**config.mk**
```make
export PLATFORM = sky130hd
export DESIGN_NAME = frame_sync_ctrl
export DESIGN_NICKNAME = d
export VERILOG_FILES = /design/src/rtl/snake_pkg.sv /design/src/rtl/frame_sync_ctrl_tick_divider.sv /design/src/rtl/frame_sync_ctrl.sv
export SDC_FILE = /design/constraint.sdc
export NUM_CORES = 1
export LEC_CHECK = 0
export ABC_AREA = 1
export BUFFER_PORTS_ARGS = -buffer_cell sky130_fd_sc_hd__buf_4
export CAP_MARGIN = 20
export CORE_ASPECT_RATIO = 1.75
export CORE_UTILIZATION = 50
export DETAILED_ROUTE_END_ITERATION = 8
export GPL_TIMING_DRIVEN = 0
export PLACE_DENSITY = 0.75
export SYNTH_ARGS = -nofsm -noshare
export SYNTH_HDL_FRONTEND = slang
export SYNTH_SLANG_ARGS = --single-unit
```
**constraint.sdc**
```tcl
create_clock -name clk_pix -period 1.35 [get_ports clk_pix]
set_clock_uncertainty 0.05 [all_clocks]
set_input_delay 0.0675 -clock clk_pix [delete_from_list [all_inputs] [get_ports clk_pix]]
set_output_delay 0.0675 -clock clk_pix [all_outputs]
set_load 0.05 [all_outputs]
```
**src/rtl/snake_pkg.sv**
```systemverilog
// Shared definitions for the snake game datapath: frame-sync state encoding
// and counter widths.
package snake_pkg;

  localparam logic [1:0] FS_IDLE  = 2'd0;
  localparam logic [1:0] FS_TICK  = 2'd1;
  localparam logic [1:0] FS_WAIT  = 2'd2;
  localparam logic [1:0] FS_LATCH = 2'd3;

  localparam int DIV_W   = 4;
  localparam int STALL_W = 8;

  typedef enum logic [1:0] {
    ST_IDLE  = FS_IDLE,
    ST_TICK  = FS_TICK,
    ST_WAIT  = FS_WAIT,
    ST_LATCH = FS_LATCH
  } fs_state_e;

endpackage

```
**src/rtl/frame_sync_ctrl_tick_divider.sv**
```systemverilog
// Frames-per-tick divider: decides on each evaluated frame whether a game
// tick is due. tick_div of 0 behaves as 1; pause freezes the count.
module tick_divider
  import snake_pkg::*;
(
  input  logic             clk_pix,
  input  logic             rst_n,
  input  logic             eval,
  input  logic             pause,
  input  logic [DIV_W-1:0] tick_div,
  output logic             tick_due
);

  logic [DIV_W-1:0] div_cnt_q;
  logic [DIV_W-1:0] div_cnt_d;
  logic [DIV_W-1:0] last_idx;

  always_comb begin
    last_idx  = (tick_div == '0) ? '0 : tick_div - DIV_W'(1);
    // >= rather than == so lowering tick_div mid-count cannot strand the counter
    tick_due  = !pause && (div_cnt_q >= last_idx);
    div_cnt_d = div_cnt_q;
    if (eval && !pause) begin
      div_cnt_d = tick_due ? '0 : div_cnt_q + DIV_W'(1);
    end
  end

  always_ff @(posedge clk_pix) begin
    if (!rst_n) begin
      div_cnt_q <= '0;
    end else begin
      div_cnt_q <= div_cnt_d;
    end
  end

endmodule

```
**src/rtl/frame_sync_ctrl.sv**
```systemverilog
// Per-frame snapshot sequencer: optional game tick, wait for completion, then
// frame_start strobe. stall_cnt is built only with FRAME_SYNC_STATS_EN.
// Handshake: tick_req and game_done are single-cycle pulses; game_done is
// accepted only in WAIT, and frame_start is never raised while update_busy.
module frame_sync_ctrl
  import snake_pkg::*;
#(
  parameter int TIMEOUT_CYC = 4096,
  parameter int FCNT_W      = 16
) (
  input  logic               clk_pix,
  input  logic               rst_n,
  input  logic               frame_end,
  input  logic [DIV_W-1:0]   tick_div,
  input  logic               pause,
  input  logic               game_done,
  output logic               tick_req,
  output logic               frame_start,
  output logic               update_busy,
  output logic [FCNT_W-1:0]  frame_cnt,
  output logic [STALL_W-1:0] stall_cnt,
  output logic [1:0]         state_dbg
);

  localparam int TMR_W = $clog2(TIMEOUT_CYC + 1);
  localparam logic [TMR_W-1:0] TMR_LAST = TMR_W'(TIMEOUT_CYC - 1);

  fs_state_e         state_q, state_d;
  logic [TMR_W-1:0]  timer_q, timer_d;
  logic [FCNT_W-1:0] frame_cnt_q, frame_cnt_d;
  logic              tick_due;
  logic              div_eval;
  logic              timeout;
  logic              missed;

  assign div_eval = frame_end && (state_q == ST_IDLE);

  tick_divider u_tick_divider (
    .clk_pix  (clk_pix),
    .rst_n    (rst_n),
    .eval     (div_eval),
    .pause    (pause),
    .tick_div (tick_div),
    .tick_due (tick_due)
  );

  always_comb begin
    state_d     = state_q;
    timer_d     = timer_q;
    frame_cnt_d = frame_cnt_q;
    timeout     = 1'b0;
    missed      = frame_end && (state_q != ST_IDLE);
    case (state_q)
      ST_IDLE: begin
        if (frame_end) begin
          state_d = tick_due ? ST_TICK : ST_LATCH;
        end
      end
      ST_TICK: begin
        state_d = ST_WAIT;
        timer_d = '0;
      end
      ST_WAIT: begin
        // game_done takes priority over a coincident timeout
        if (game_done) begin
          state_d = ST_LATCH;
        end else if (timer_q == TMR_LAST) begin
          state_d = ST_IDLE;
          timeout = 1'b1;
        end else begin
          timer_d = timer_q + TMR_W'(1);
        end
      end
      ST_LATCH: begin
        state_d     = ST_IDLE;
        frame_cnt_d = frame_cnt_q + FCNT_W'(1);
      end
      default: state_d = ST_IDLE;
    endcase
  end

  always_ff @(posedge clk_pix) begin
    if (!rst_n) begin
      state_q     <= ST_IDLE;
      timer_q     <= '0;
      frame_cnt_q <= '0;
    end else begin
      state_q     <= state_d;
      timer_q     <= timer_d;
      frame_cnt_q <= frame_cnt_d;
    end
  end

`ifdef FRAME_SYNC_STATS_EN
  logic [STALL_W-1:0] stall_cnt_q, stall_cnt_d;

  // A missed frame coinciding with a timeout is one stall event
  always_comb begin
    stall_cnt_d = stall_cnt_q;
    if ((missed || timeout) && (stall_cnt_q != '1)) begin
      stall_cnt_d = stall_cnt_q + STALL_W'(1);
    end
  end

  always_ff @(posedge clk_pix) begin
    if (!rst_n) begin
      stall_cnt_q <= '0;
    end else begin
      stall_cnt_q <= stall_cnt_d;
    end
  end

  assign stall_cnt = stall_cnt_q;
`else
  logic unused_stats;
  assign unused_stats = missed | timeout;
  assign stall_cnt    = '0;
`endif

  assign tick_req    = (state_q == ST_TICK);
  assign update_busy = (state_q == ST_TICK) || (state_q == ST_WAIT);
  assign frame_start = (state_q == ST_LATCH);
  assign frame_cnt   = frame_cnt_q;
  assign state_dbg   = state_q;

endmodule

```
Word-level counts from Yosys, hierarchy flattened
Cells that the tools add are included.
- register bits after elaboration: 35
- output and inout bits: 29
- bits of input ports: 9
- order comparisons: 1
- eq/ne operators: 8
- reductions and logical operators: 10
- $add $sub $neg: 4
- mux-type cells: 10
- operators with widths (operator ; count):
    two-way mux 13 bit ; 2
    case mux 13 bit (2 select lines) ; 1
    adder 16 x 1 -> 16 bit (second input constant) ; 1
    adder 13 x 1 -> 13 bit (second input constant) ; 1
    equality test 13 x 12 -> 1 bit (second input constant) ; 1
    two-way mux 2 bit ; 4
    two-way mux 4 bit ; 2
    case mux 2 bit (4 select lines) ; 1
    != test 2 bit (second input constant) ; 3
    adder 4 x 1 -> 4 bit (second input constant) ; 1
    equality test 2 bit (second input constant) ; 2
    >= comparator 4 bit ; 1
    zero test 4 bit ; 1
    subtractor 4 x 1 -> 4 bit (second input constant) ; 1
    logical AND 1 bit ; 3
    != test 3 bit (second input constant) ; 1
    AND reduction 3 bit ; 1
    equality test 2 x 1 -> 1 bit (second input constant) ; 1
    zero test 2 bit ; 1
    AND reduction 2 bit ; 1
    nonzero test 2 bit ; 1
    zero test 1 bit ; 1
    logical OR 1 bit ; 1

Longest topological paths before layout
Gate-level depths: netlist of run 1.
- depth after elaboration: 7
- depth in mapped cells: 12

Hierarchy
Synthesis of run 1 repeated with hierarchy kept, for this count alone.
- cell total of the unflattened synthesis: 323
- area total of the unflattened synthesis: 2189.6 um^2
- modules (own cells, without submodules) (module ; cells an instance ; area an instance (um^2) ; times used ; sequential area each (um^2)):
    frame_sync_ctrl ; 270 ; 1828.0 ; 1 ; 620.6
    tick_divider ; 53 ; 361.6 ; 1 ; 80.1

Worst setup path before layout of run 1
No wires, ideal clock.
- path type: flip-flop to flip-flop
- start: register state_q[0] (netlist: state_dbg[0])
- end: register frame_cnt_q[14] (netlist: frame_cnt[14])
- clock period less this slack: 2295 ps
- stages on the path, launching flop included: 10
- arrival: 2118 ps
- path slack: -945 ps
- required time: 1172 ps
- cells stage by stage: dfxtp_1 > ha_1 > buf_4 > inv_1 > nor3_1 > nand3b_1 > inv_1 > nand3_1 > nand2_1 > nor2_1
- word-level cells in the longest chain between the ends: 1
- RTL lines (element ; line ; RTL):
    from (decl) ; frame_sync_ctrl.sv:28 ; fs_state_e state_q, state_d;
    from (signal assigned) ; frame_sync_ctrl.sv:88 ; state_q <= state_d;
    equality test 2 bit ; n/a ;
    via frame_start ; frame_sync_ctrl.sv:18 ; output logic frame_start,
    to (signal assigned) ; frame_sync_ctrl.sv:90 ; frame_cnt_q <= frame_cnt_d;
    to (decl) ; frame_sync_ctrl.sv:30 ; logic [FCNT_W-1:0] frame_cnt_q, frame_cnt_d;
The timed path passes the listed nets, and every way through them passes these cells.
A chain may end at the register's enable or synchronous reset.

Worst setup path in the final report of run 1
- start: register timer_q[9]
- end: register timer_q[2]
- word-level cells in the longest chain between the ends: 3
- RTL lines (element ; line ; RTL):
    from (decl) ; frame_sync_ctrl.sv:29 ; logic [TMR_W-1:0] timer_q, timer_d;
    from (signal assigned) ; frame_sync_ctrl.sv:89 ; timer_q <= timer_d;
    equality test 13 x 12 -> 1 bit ; frame_sync_ctrl.sv:67 ; end else if (timer_q == TMR_LAST) begin
    != test 2 bit (no source line) ; n/a ;
    AND reduction 3 bit (no source line) ; n/a ;
No other way between the ends.

==> impl_results.md, run 1 <==
* Htree depth at 2
* Slowest Stage Delay on Critical Path at around 0.4 ns
* Synth cell count leaders: 86 x nand2_1, 41 x inv_1, 41 x nor2_1
* Part of the cycle the worst path needs at 110%
* Failing checks: setup timing
* Max Freq at between 600 and 700 MHz
* Run status: finished, violations left
* Max Cap Viol at 0
* CP delay by family, top: simple AND/OR/NAND/NOR gates
* Area share of the largest cell type after synthesis at between 30 and 40%
* Clk sinks at 35
* Final core occ at approximately three quarters
* Die width at just over 50 um
* Hold Violations, Final at 0
* Cell area after layout at 0.00302 sq mm
* Prevailing post-synth register cell: dfxtp_1
* Area leader, netlist: dfxtp_1
* Global-route wire length before repair at just over 8000 um
* Post-Syn Area at ~0.0021 sq mm
* Crit-path slowest cell: dfxtp_1
* Worst-path clk slew at 0.08 ns
* Number of flops mapped to enable cells by yosys at 0
* CTS Buf Count at 5
* DRC violations left at 0
* Worst-path cell chain: nand2_1, nor3_2, nand2_2, nand2_4, nand2_4, buf_6, nand2_1, a21oi_2
* Startpoint types: register
* Post-Synthesis Cells at ~330
* Final wirelength at roughly 5800 um
* Die Area at about 0.0046 sq mm
* Most common cell in the netlist: nand2_1
* CTS Buffer Depth at 2
* Instance area after placement at about 0.0025 sq mm
* Antenna-violating nets left at 0
* Layout cells sized above 1 at just over 40%
* Ports at 38
* Final Wtd Congestion at about 0.84
* Clk_lat worst skew at 0.29 ns
* Relative slew slack at between 60% and 70%
* Final min period at 1.49 ns
* CTS tree: yes
* FFs w/ async S/R, synth at 0%
* Sum of buffers and inverters on the critical path at 1
* Vias in the first global route at roughly 1900
* CP arrival at about 1.6 ns
* Via-to-Cell Ratio at between 5 and 6
* Sum Neg Setup Slack at -1.63 ns
* Fillers at 338
* Synthesis-stage register bit count at 35
* Unrepaired setup endpoints after global routing: yes
* Pre-antenna DRT Iters at 4
* Max-slew violations at 0
* Synth area leaders: dfxtp_1 33%, nand2_1 15%, inv_1 7.2%
* CP Capture Type: register
* Worst setup path class: reg2reg
* Dpl cells at 410
* Pin count of the biggest net entering global routing at 12
* Core area at slightly above 0.004 sq mm
* Setup violators final at 19
* DRT iter0 DRCs at 68
* GRT Resource Usage Total at a little under a quarter
* Final WS setup at -0.141 ns
* Initial antenna violation count at 0
* Die Span Y at 88.6 um
* Syn_area_per_cell at 6.57 sq um
* Worst slew pin tran at around 0.57 ns
* Count of input and output buffers at 28
* Hold buffer count at cts at 0
* Leak at approximately 1.3 nW
* Sequential area share after synthesis at approximately 33%
* Max FO, Critical Path at 5
* Initial cell density of the core at between 50 and 60%
* Hpwl dp at approximately 3700 um
* YS warnings at 0
* PwrDens at approximately 1300 mW/mm^2
* Routed vias at 2303
* Drt wl/cell at around 13 um
* Yosys cell types at 30
* Clk root buf: clkbuf_8
* Worst endpoint required time at about 1.5 ns
* Maximum VDD drop at approximately 1.1 mV
* Hold Path Class: in2reg
* Global route overflow at 0
* Final layout net count at a little over 400
* Area delta synth->final at 41.1%
* Post-route insts no fill at roughly 440
* Antenna Diode Count at 0
* Core Rows at 31
==> flip-flops by register name, indices dropped and copies added (netlist names) <==
register	count
frame_cnt	16
timer_q	13
state_dbg	2
u_tick_divider.div_cnt_q	4
==> repair_timing <==
item                                   CTS  global route
endpoints found under the hold margin    0             0
buffers inserted                        10            11
gates cloned                             1             0
pin swaps                                5            20
gates resized for setup                 28            60
setup endpoints to repair               25            28
==> cell families (layout without fill, tap and decap cells) <==
kind of cell / after synthesis / in the layout / synth area share (%)
flops: 35 / 35 / 32.7
fa+ha+maj: 12 / 12 / 7.01
buf+inv: 58 / 114 / 12.9
xor+xnor: 4 / 4 / 1.64
compound gates: 38 / 38 / 10.1
other cells: 1 / 8 / 0.175
simple gates: 178 / 178 / 35.5
==> layout by cell type (no fill, tap or decap), types with 8 or more instances in the layout <==
master,instances
buf_4,55
inv_1,32
conb_1,8
inv_2,8
nand3_1,23
a21oi_1,16
nand2_1,72
nor2_1,32
nand2_2,14
dfxtp_1,10
dfxtp_2,20
==> metal layers <==
layer / wire length, um / up-vias / track usage (%)
li1: - / 1150 / -
met1: 2150 / 1063 / 21.6
met2: 3260 / 71 / 47.0
met3: 236 / 19 / 4.47
met4: 189 / 0 / 11.8
met5: 0 / - / 0
==> stage by stage <==
stage          hold WS (ns)  power (mW)  worst slack (ns)
3_3_place_gp          0.349        2.73            -0.293
4_1_cts              0.0236        3.78           -0.0865
6_report             0.0439        4.05            -0.141
5_1_grt              0.0442        4.26            -0.257
2_1_floorplan         0.224        2.42            -0.207
3_5_place_dp          0.344        2.75            -0.326
==> report_power, final <==
group          leakage (nW)  internal (mW)  total [mW]  switching, mW
sequential            0.296           1.14        1.27          0.127
combinational         0.957          0.770        1.98           1.21
clock                0.0482          0.412       0.800          0.388
total                  1.30           2.32        4.05           1.73
==> final timing paths <==
check / start / to / slack [ns] / cells after the start
min reg2reg: u_tick_divider.div_cnt_q[0]$_SDFFE_PN0P_ / u_tick_divider.div_cnt_q[0]$_SDFFE_PN0P_ / 0.43 / 2
min: game_done / timer_q[12]$_SDFFE_PN0P_ / 0.04 / 4
max reg2reg: timer_q[9]$_SDFFE_PN0P_ / timer_q[2]$_SDFFE_PN0P_ / -0.14 / 8
max: timer_q[9]$_SDFFE_PN0P_ / timer_q[2]$_SDFFE_PN0P_ / -0.14 / 8
==> cell type report <==
type                            count  area (sq um)  area share (%)
Clock inverter                      1          5.00           0.166
Clock buffer                        7          86.3            2.86
Tap cell                           49          61.3            2.03
Timing Repair Buffer               50           390            12.9
Sequential cell                    35           744            24.6
Buffer                             13          98.8            3.27
Multi-Input combinational cell    240          1460            48.4
Inverter                           43           171            5.67
==> tightest hold or removal path, cell delays in order <==
cell     delay (ns)
buf_4          0.11
nor2_4         0.05
o31ai_1        0.07
a21oi_2        0.05
Note: power is estimated with default switching activity, not from simulation.
==> inputs of run 2 (changes only) <==
--- a/config.mk
+++ b/config.mk
@@ -8,2 +8,3 @@
 export ABC_AREA = 1
+export ABC_CLOCK_PERIOD_IN_PS = 1350
 export BUFFER_PORTS_ARGS = -buffer_cell sky130_fd_sc_hd__buf_4
==> constraint.sdc (replaced) <==
create_clock -name clk_pix -period 1.35 [get_ports clk_pix]
set_clock_uncertainty 0.05 [all_clocks]
set_input_delay 0.405 -clock clk_pix [delete_from_list [all_inputs] [get_ports clk_pix]]
set_output_delay 0.405 -clock clk_pix [all_outputs]
set_load 0.05 [all_outputs]
==> run 2 against run 1 <==
The run still ends with setup timing left. Sequential power fell by 3%. Global-route usage rose by 1.5 points. Hold slack improved by 0.36 ns. Die area did not move. Core utilization rose by 4.7 points. Register-to-register slack got worse by 0.08 ns. First-iteration DRC count rose by 2.9%. Power rose by 14%. Critical endpoint is now state_dbg[1]$_SDFFE_PN0P_. Largest power group unchanged.
==> impl_results.md, run 2 (synthesis gave the netlist of run 1 again) <==
* Count of input and output buffers at 28 (unchanged)
* Final Wtd Congestion at 0.883 (was 0.842)
* R2R cell count at 10 (was 8)
* Tot Pwr at 4.60 mW (was 4.05 mW)
* Htree depth at 2 (unchanged)
* Run status: finished, violations left (unchanged)
* Reg2reg end: state_dbg[1]$_SDFFE_PN0P_ (was timer_q[2]$_SDFFE_PN0P_)
* Layout cells sized above 1 at 42.1% (was 40.4%)
* Worst endpoint required time at 1.48 ns (was 1.45 ns)
* Final wirelength at 5930 um (was 5830 um)
* Antenna-violating nets left at 0 (unchanged)
* GRT Resource Usage Total at 25.1% (was 23.6%)
* Startpoint types: register (unchanged)
* Max Freq at 637 MHz (was 671 MHz)
* Via-to-Cell Ratio at 5.19 (was 5.26)
* Clk_lat worst skew at 0.29 ns (about the same)
* Maximum VDD drop at 1.60 mV (was 1.12 mV)
* CP arrival at 1.70 ns (was 1.59 ns)
* Global-route wire length before repair at 8580 um (was 8070 um)
* Slowest Stage Delay on Critical Path at 0.36 ns (was 0.41 ns)
* Die width at 51.5 um (unchanged)
* Drt wl/cell at 13.4 um (was 13.3 um)
* Commonest non-fill, non-tap cell in the layout: nand2_1 (unchanged)
* Clk root buf: clkbuf_8 (unchanged)
* DRT iter0 DRCs at 70 (was 68)
* CTS Buffer Depth at 2 (unchanged)
* Initial antenna violation count at 0 (unchanged)
* Core area at 0.00411 sq mm (unchanged)
* Worst setup path class: reg2reg (unchanged)
* Setup violators final at 38 (was 19)
* Final WS setup at -0.219 ns (was -0.141 ns)
* Worst-path cell chain: buf_4, buf_6, ha_4, buf_4, nand2_1, nand2_1, nor2_2, a21oi_2, nor2_1, nor2_1 (was nand2_1, nor3_2, nand2_2, nand2_4, nand2_4, buf_6, nand2_1, a21oi_2)
* Pre-CTS WS at -0.469 ns (was -0.326 ns)
* DRC violations left at 0 (unchanged)
* Ports at 38 (unchanged)
* Hold_ws at 0.408 ns (was 0.0439 ns)
* Unrepaired setup endpoints after global routing: yes (unchanged)
* PwrDens at 1430 mW/mm^2 (was 1340 mW/mm^2)
* Max FO, Critical Path at 3 (was 5)
* Leak at 1.42 nW (was 1.30 nW)
* Hold Path Class: reg2reg (was in2reg)
* Hold Violations, Final at 0 (unchanged)
* Routed vias at 2300 (was 2303)
* CTS Buf Count at 5 (unchanged)
* Hpwl dp at 3550 um (was 3650 um)
* R2r setup slk at -0.22 ns (was -0.14 ns)
* Crit path depth at 10 (was 8)
* CP endpoint: state_dbg[1]$_SDFFE_PN0P_ (was timer_q[2]$_SDFFE_PN0P_)
* Max FFs per register at 16 (unchanged)
* Most frequent cells in the layout: 74 x nand2_1, 36 x buf_4, 32 x inv_1 (was 72 x nand2_1, 55 x buf_4, 32 x nor2_1, 32 x inv_1, 23 x nand3_1)
* Antenna Diode Count at 0 (unchanged)
* Worst reg2reg path startpoint: state_dbg[1]$_SDFFE_PN0P_ (was timer_q[9]$_SDFFE_PN0P_)
* Final layout net count at 414 (was 409)
* Sum Neg Setup Slack at -5.11 ns (was -1.63 ns)
* Crit-path slowest cell: dfxtp_4 (was dfxtp_1)
* Max-slew violations at 0 (unchanged)
* CP delay by family, top: simple AND/OR/NAND/NOR gates (unchanged)
* Die Span Y at 88.6 um (unchanged)
* Die Area at 0.00456 sq mm (unchanged)
* Clk sinks at 35 (unchanged)
* Part of the cycle the worst path needs at 116% (was 110%)
* Global route overflow at 0 (unchanged)
* Pin count of the biggest net entering global routing at 12 (unchanged)
* Hold buffer count at cts at 0 (unchanged)
* Final core occ at 78.2% (was 73.5%)
* Final min period at 1.57 ns (was 1.49 ns)
* Failing checks: setup timing (unchanged)
* CP Capture Type: register (unchanged)
* Max Cap Viol at 0 (unchanged)
* Area delta synth->final at 50.2% (was 41.1%)
* Initial cell density of the core at 52.1% (unchanged)
* Fillers at 293 (was 338)
* Sum of buffers and inverters on the critical path at 3 (was 1)
* Pre-antenna DRT Iters at 5 (was 4)
* CP startpoint: state_dbg[1]$_SDFFE_PN0P_ (was timer_q[9]$_SDFFE_PN0P_)
* Core Rows at 31 (unchanged)
* Worst-path clk slew at 0.08 ns (about the same)
* Vias in the first global route at 1976 (was 1924)
* CTS tree: yes (unchanged)
-- run 2: cell count changes in the layout (fill, tap and decap cells not counted), moves of 4 or more --
cell,change
buf_4,-19
nand2_2,-4
nand3_1,-4
buf_8,+6
buf_6,+17
ha_1,+4
nand3_2,+4
-- run 2: how the worst min path moves through the flow --
stage          depth (start not counted)                      from                       end
2_1_floorplan                          2  timer_q[12]$_SDFFE_PN0P_  timer_q[12]$_SDFFE_PN0P_
3_3_place_gp                           2  timer_q[12]$_SDFFE_PN0P_  timer_q[12]$_SDFFE_PN0P_
3_5_place_dp                           2  timer_q[12]$_SDFFE_PN0P_  timer_q[12]$_SDFFE_PN0P_
4_1_cts                                4                 game_done  timer_q[12]$_SDFFE_PN0P_
5_1_grt                                2  timer_q[12]$_SDFFE_PN0P_  timer_q[12]$_SDFFE_PN0P_
6_report                               2  timer_q[12]$_SDFFE_PN0P_  timer_q[12]$_SDFFE_PN0P_
-- run 2: metal layers --
metal	wire (um)	global-route usage, %	vias to the layer above
met1	2190	25.4	1061
met2	3370	48.6	66
li1	-	-	1162
met4	119	11.3	0
met5	0	0	-
met3	261	3.61	11
-- run 2: cell type report --
class	count	area (sq um)	area share [%]
Clock inverter	1	5.00	0.156
Inverter	43	174	5.41
Clock buffer	7	108	3.35
Buffer	15	124	3.85
Multi-Input combinational cell	240	1470	45.8
Timing Repair Buffer	53	532	16.5
Sequential cell	35	739	23.0
Tap cell	49	61.3	1.91
-- run 2: worst min-delay path, delay by kind of cell (launching register included) --
kind / cells / cell delay, ns
AO/OA/AOI/OAI: 1 / 0.03
AND/OR/NAND/NOR: 1 / 0.07
flip-flops: 1 / 0.32
-- run 2: per-stage QoR --
step                      cell area (sq um)  std cells
after global routing                   3220        443
after detailed placement               2520        410
after CTS                              2970        433
after floorplan                        2250        333
after global placement                 2520        410
final                                  3220        443
-- run 2: repair_timing --
action | 4_1_cts | 5_1_grt
pin swaps | 20 | 11
gates resized for setup | 66 | 46
hold endpoints to repair | 0 | 0
endpoints found under the setup margin | 30 | 44
setup buffers | 14 | 9
gates cloned | 1 | 1
-- run 2: report_power, final --
group / internal [mW] / switching (mW) / leakage (nW) / total, mW
clock: 0.523 / 0.403 / 0.0594 / 0.926
sequential: 1.13 / 0.0957 / 0.296 / 1.23
combinational: 1.07 / 1.37 / 1.07 / 2.45
==> inputs of run 3 (changes only) <==
SYNTH_HIERARCHICAL = 1   (was default)
==> run 3 against run 2 <==
The run still ends with setup timing left. Non-clock buffer count rose by 6. Highest routed layer unchanged. Largest cell class unchanged. Via count rose by 3.5%. Clock power fell by 7.6%. Clock-buffer cell count rose by 1. First-iteration DRC count rose by 34%. Die area rose by 2.2%. Combinational power rose by 12%. Fmax fell by 7.1%. Register-to-register slack got worse by 0.06 ns. Critical endpoint unchanged.
==> impl_results.md, run 3 <==
* Maximum VDD drop at 1.42 mV (was 1.60 mV)
* Unrepaired setup endpoints after global routing: yes (unchanged)
* YS warnings at 6 (was 0)
* Busiest layer in global routing: met2 (unchanged)
* Core Rows at 31 (unchanged)
* CTS tree: yes (unchanged)
* Hold Path Class: in2reg (was reg2reg)
* Die width at 52.0 um (was 51.5 um)
* Number of flops mapped to enable cells by yosys at 0 (unchanged)
* Startpoint types: input port (was register)
* Die Span Y at 89.5 um (was 88.6 um)
* Pre-antenna DRT Iters at 5 (unchanged)
* Met3 usage at 4.59% (was 3.61%)
* Vias in the first global route at 2294 (was 1976)
* Setup violators final at 37 (was 38)
* Post-Syn Area at 0.00219 sq mm (was 0.00214 sq mm)
* Tot Pwr at 4.91 mW (was 4.60 mW)
* Fillers at 232 (was 293)
* Htree depth at 2 (unchanged)
* Syn_area_per_cell at 6.78 sq um (was 6.57 sq um)
* CP Capture Type: register (unchanged)
* Hold buffer count at cts at 0 (unchanged)
* Final layout net count at 420 (was 414)
* DRC violations left at 0 (unchanged)
* Dpl cells at 408 (was 410)
* Clk_lat worst skew at 0.29 ns (about the same)
* Worst-path cell chain: buf_6, nor2_4, inv_2, a21oi_4, a21oi_2, ha_1, nand2_1, nand2_1, nand2_2, nand2_2, nand2_1, inv_1, nand2_1, o21ai_2, nand3_1, nand2_1, nor2_1 (was buf_4, buf_6, ha_4, buf_4, nand2_1, nand2_1, nor2_2, a21oi_2, nor2_1, nor2_1)
* Core area at 0.00415 sq mm (was 0.00411 sq mm)
* Worst endpoint required time at 1.49 ns (was 1.48 ns)
* Most frequent cells in the layout: 61 x nand2_1, 38 x buf_4, 34 x inv_1 (was 74 x nand2_1, 36 x buf_4, 32 x inv_1)
* Antenna-violating nets left at 0 (unchanged)
* Synth cell count leaders: 70 x nand2_1, 41 x inv_1, 36 x nor2_1 (was 86 x nand2_1, 41 x inv_1, 41 x nor2_1)
* PwrDens at 1410 mW/mm^2 (was 1430 mW/mm^2)
* Sum of buffers and inverters on the critical path at 3 (unchanged)
* Hpwl dp at 3650 um (was 3550 um)
* Sequential area share after synthesis at 32.0% (was 32.7%)
* Part of the cycle the worst path needs at 125% (was 116%)
* Final Wtd Congestion at 0.877 (was 0.883)
* GRT Resource Usage Total at 29.0% (was 25.1%)
* Initial cell density of the core at 52.8% (was 52.1%)
* Layout cells sized above 1 at 47.5% (was 42.1%)
* Global route overflow at 0 (unchanged)
* Failing checks: setup timing (unchanged)
* Slowest Stage Delay on Critical Path at 0.28 ns (was 0.36 ns)
* Final min period at 1.69 ns (was 1.57 ns)
* M1 GR Usage at 27.7% (was 25.4%)
* Hold Violations, Final at 0 (unchanged)
* Area leader, netlist: dfxtp_1 (unchanged)
* Area delta synth->final at 58.5% (was 50.2%)
* Worst setup path class: in2reg (was reg2reg)
* Global-route wire length before repair at 10000 um (was 8580 um)
* Max Freq at 592 MHz (was 637 MHz)
* Initial antenna violation count at 0 (unchanged)
* Worst-path clk slew at 0.07 ns (was 0.08 ns)
* DRT iter0 DRCs at 94 (was 70)
* Run status: finished, violations left (unchanged)
* Synth area leaders: dfxtp_1 32%, nand2_1 12%, inv_1 7.0% (was dfxtp_1 33%, nand2_1 15%, inv_1 7.2%)
* Final WS setup at -0.340 ns (was -0.219 ns)
* Routing usage on met2 at 57.5% (was 48.6%)
* CP delay by family, top: simple AND/OR/NAND/NOR gates (unchanged)
* Max Cap Viol at 0 (unchanged)
* Ports at 38 (unchanged)
* Clk sinks at 35 (unchanged)
* Drt wl/cell at 14.2 um (was 13.4 um)
* Final core occ at 83.6% (was 78.2%)
* Prevailing post-synth register cell: dfxtp_1 (unchanged)
* Clk root buf: clkbuf_8 (unchanged)
* Area share of the largest cell type after synthesis at 32.0% (was 32.7%)
* Count of input and output buffers at 29 (was 28)
* Leak at 1.53 nW (was 1.42 nW)
* Post-Synthesis Cells at 323 (was 326)
* Max-slew violations at 0 (unchanged)
* Synthesis-stage register bit count at 35 (unchanged)
* Most common cell in the netlist: nand2_1 (unchanged)
* Commonest non-fill, non-tap cell in the layout: nand2_1 (unchanged)
* Max FO, Critical Path at 3 (unchanged)
* Sum Neg Setup Slack at -5.79 ns (was -5.11 ns)
* Die Area at 0.00466 sq mm (was 0.00456 sq mm)
* CTS Buffer Depth at 2 (unchanged)
* Routed vias at 2381 (was 2300)
* Via-to-Cell Ratio at 5.30 (was 5.19)
* CP most frequent cell: nand2_1
* Antenna Diode Count at 0 (unchanged)
* Max FFs per register at 16 (unchanged)
* CP arrival at 1.83 ns (was 1.70 ns)
* FFs w/ async S/R, synth at 0% (unchanged)
* Pin count of the biggest net entering global routing at 11 (was 12)
* Crit-path slowest cell: ha_1 (was dfxtp_4)
* CTS Buf Count at 5 (unchanged)
* Post-route insts no fill at 449 (was 443)
* Final wirelength at 6390 um (was 5930 um)
* Yosys cell types at 34 (was 30)
* Pre-CTS WS at -0.624 ns (was -0.469 ns)
==> run 3: cell types whose count changed after synthesis, moves of 4 or more <==
cell / before / now
o21ai_0: 8 / 13
nor3b_1: 4 / 0
nand2_1: 86 / 70
inv_2: 1 / 6
nor2_1: 41 / 36
a21oi_2: 3 / 8
==> run 3: power breakdown <==
group          switching (mW)  internal, mW  leakage, nW
clock network           0.390         0.466       0.0515
registers               0.149          1.16        0.297
logic                    1.49          1.25         1.18
==> run 3: cells by family (layout without fill, tap and decap cells) <==
| family | Yosys count | count (layout) | share of synthesized area (%) |
|---|---|---|---|
| AO/OA/AOI/OAI | 51 | 51 | 13.7 |
| buffers and inverters | 60 | 129 | 12.5 |
| adder cells (fa/ha/maj) | 12 | 12 | 6.86 |
| flip-flops | 35 | 35 | 32.0 |
| AND/OR/NAND/NOR | 161 | 162 | 33.7 |
| other | 1 | 8 | 0.171 |
| XOR/XNOR | 3 | 3 | 1.20 |
==> run 3: timing repair <==
item / in CTS / in global routing
gates resized for setup: 59 / 46
gates cloned: 2 / 0
buffers inserted: 29 / 3
pin swaps: 20 / 19
setup endpoints to repair: 33 / 45
==> run 3: worst reg2reg max path, delay by kind of cell (launching register included) <==
family	cells	cell delay, ns
buffers and inverters	2	0.22
AND/OR/NAND/NOR	7	0.71
flip-flops	1	0.39
adder cells (fa/ha/maj)	1	0.16
==> run 3: cell type report <==
cell class | instances | area [sq um] | share of cell area (%)
clock buffer | 8 | 100 | 2.88
tap | 49 | 61.3 | 1.77
timing repair buffer | 61 | 653 | 18.8
multi-input combinational | 236 | 1610 | 46.3
buffer | 13 | 109 | 3.14
sequential | 35 | 747 | 21.5
inverter | 47 | 194 | 5.59
==> run 3: per-layer routing <==
metal	part of all wire (%)	wire (um)
met1	36	2290
met2	58	3730
met3	3.7	239
met4	2.1	135
met5	0	0
==> run 3: through the flow <==
| step | hold slack [ns] | cell area, sq um |
|---|---|---|
| 6_report | 0.331 | 3470 |
| 5_1_grt | 0.362 | 3470 |
| 4_1_cts | 0.330 | 3260 |
| 3_5_place_dp | 0.374 | 2650 |
| 3_3_place_gp | 0.370 | 2650 |
| 2_1_floorplan | 0.362 | 2370 |
==> run 3: worst paths after layout <==
path                                   from                                        to  slack (ns)  cells after the start
setup / recovery                tick_div[1]                 state_dbg[1]$_SDFFE_PN0P_       -0.34                     17
hold / removal                        rst_n  u_tick_divider/div_cnt_q[1]$_SDFFE_PN0P_        0.33                      3
setup reg to reg  state_dbg[0]$_SDFFE_PN0P_                frame_cnt[13]$_SDFFE_PN0P_       -0.28                     10
hold reg to reg    timer_q[12]$_SDFFE_PN0P_                  timer_q[12]$_SDFFE_PN0P_        0.38                      2
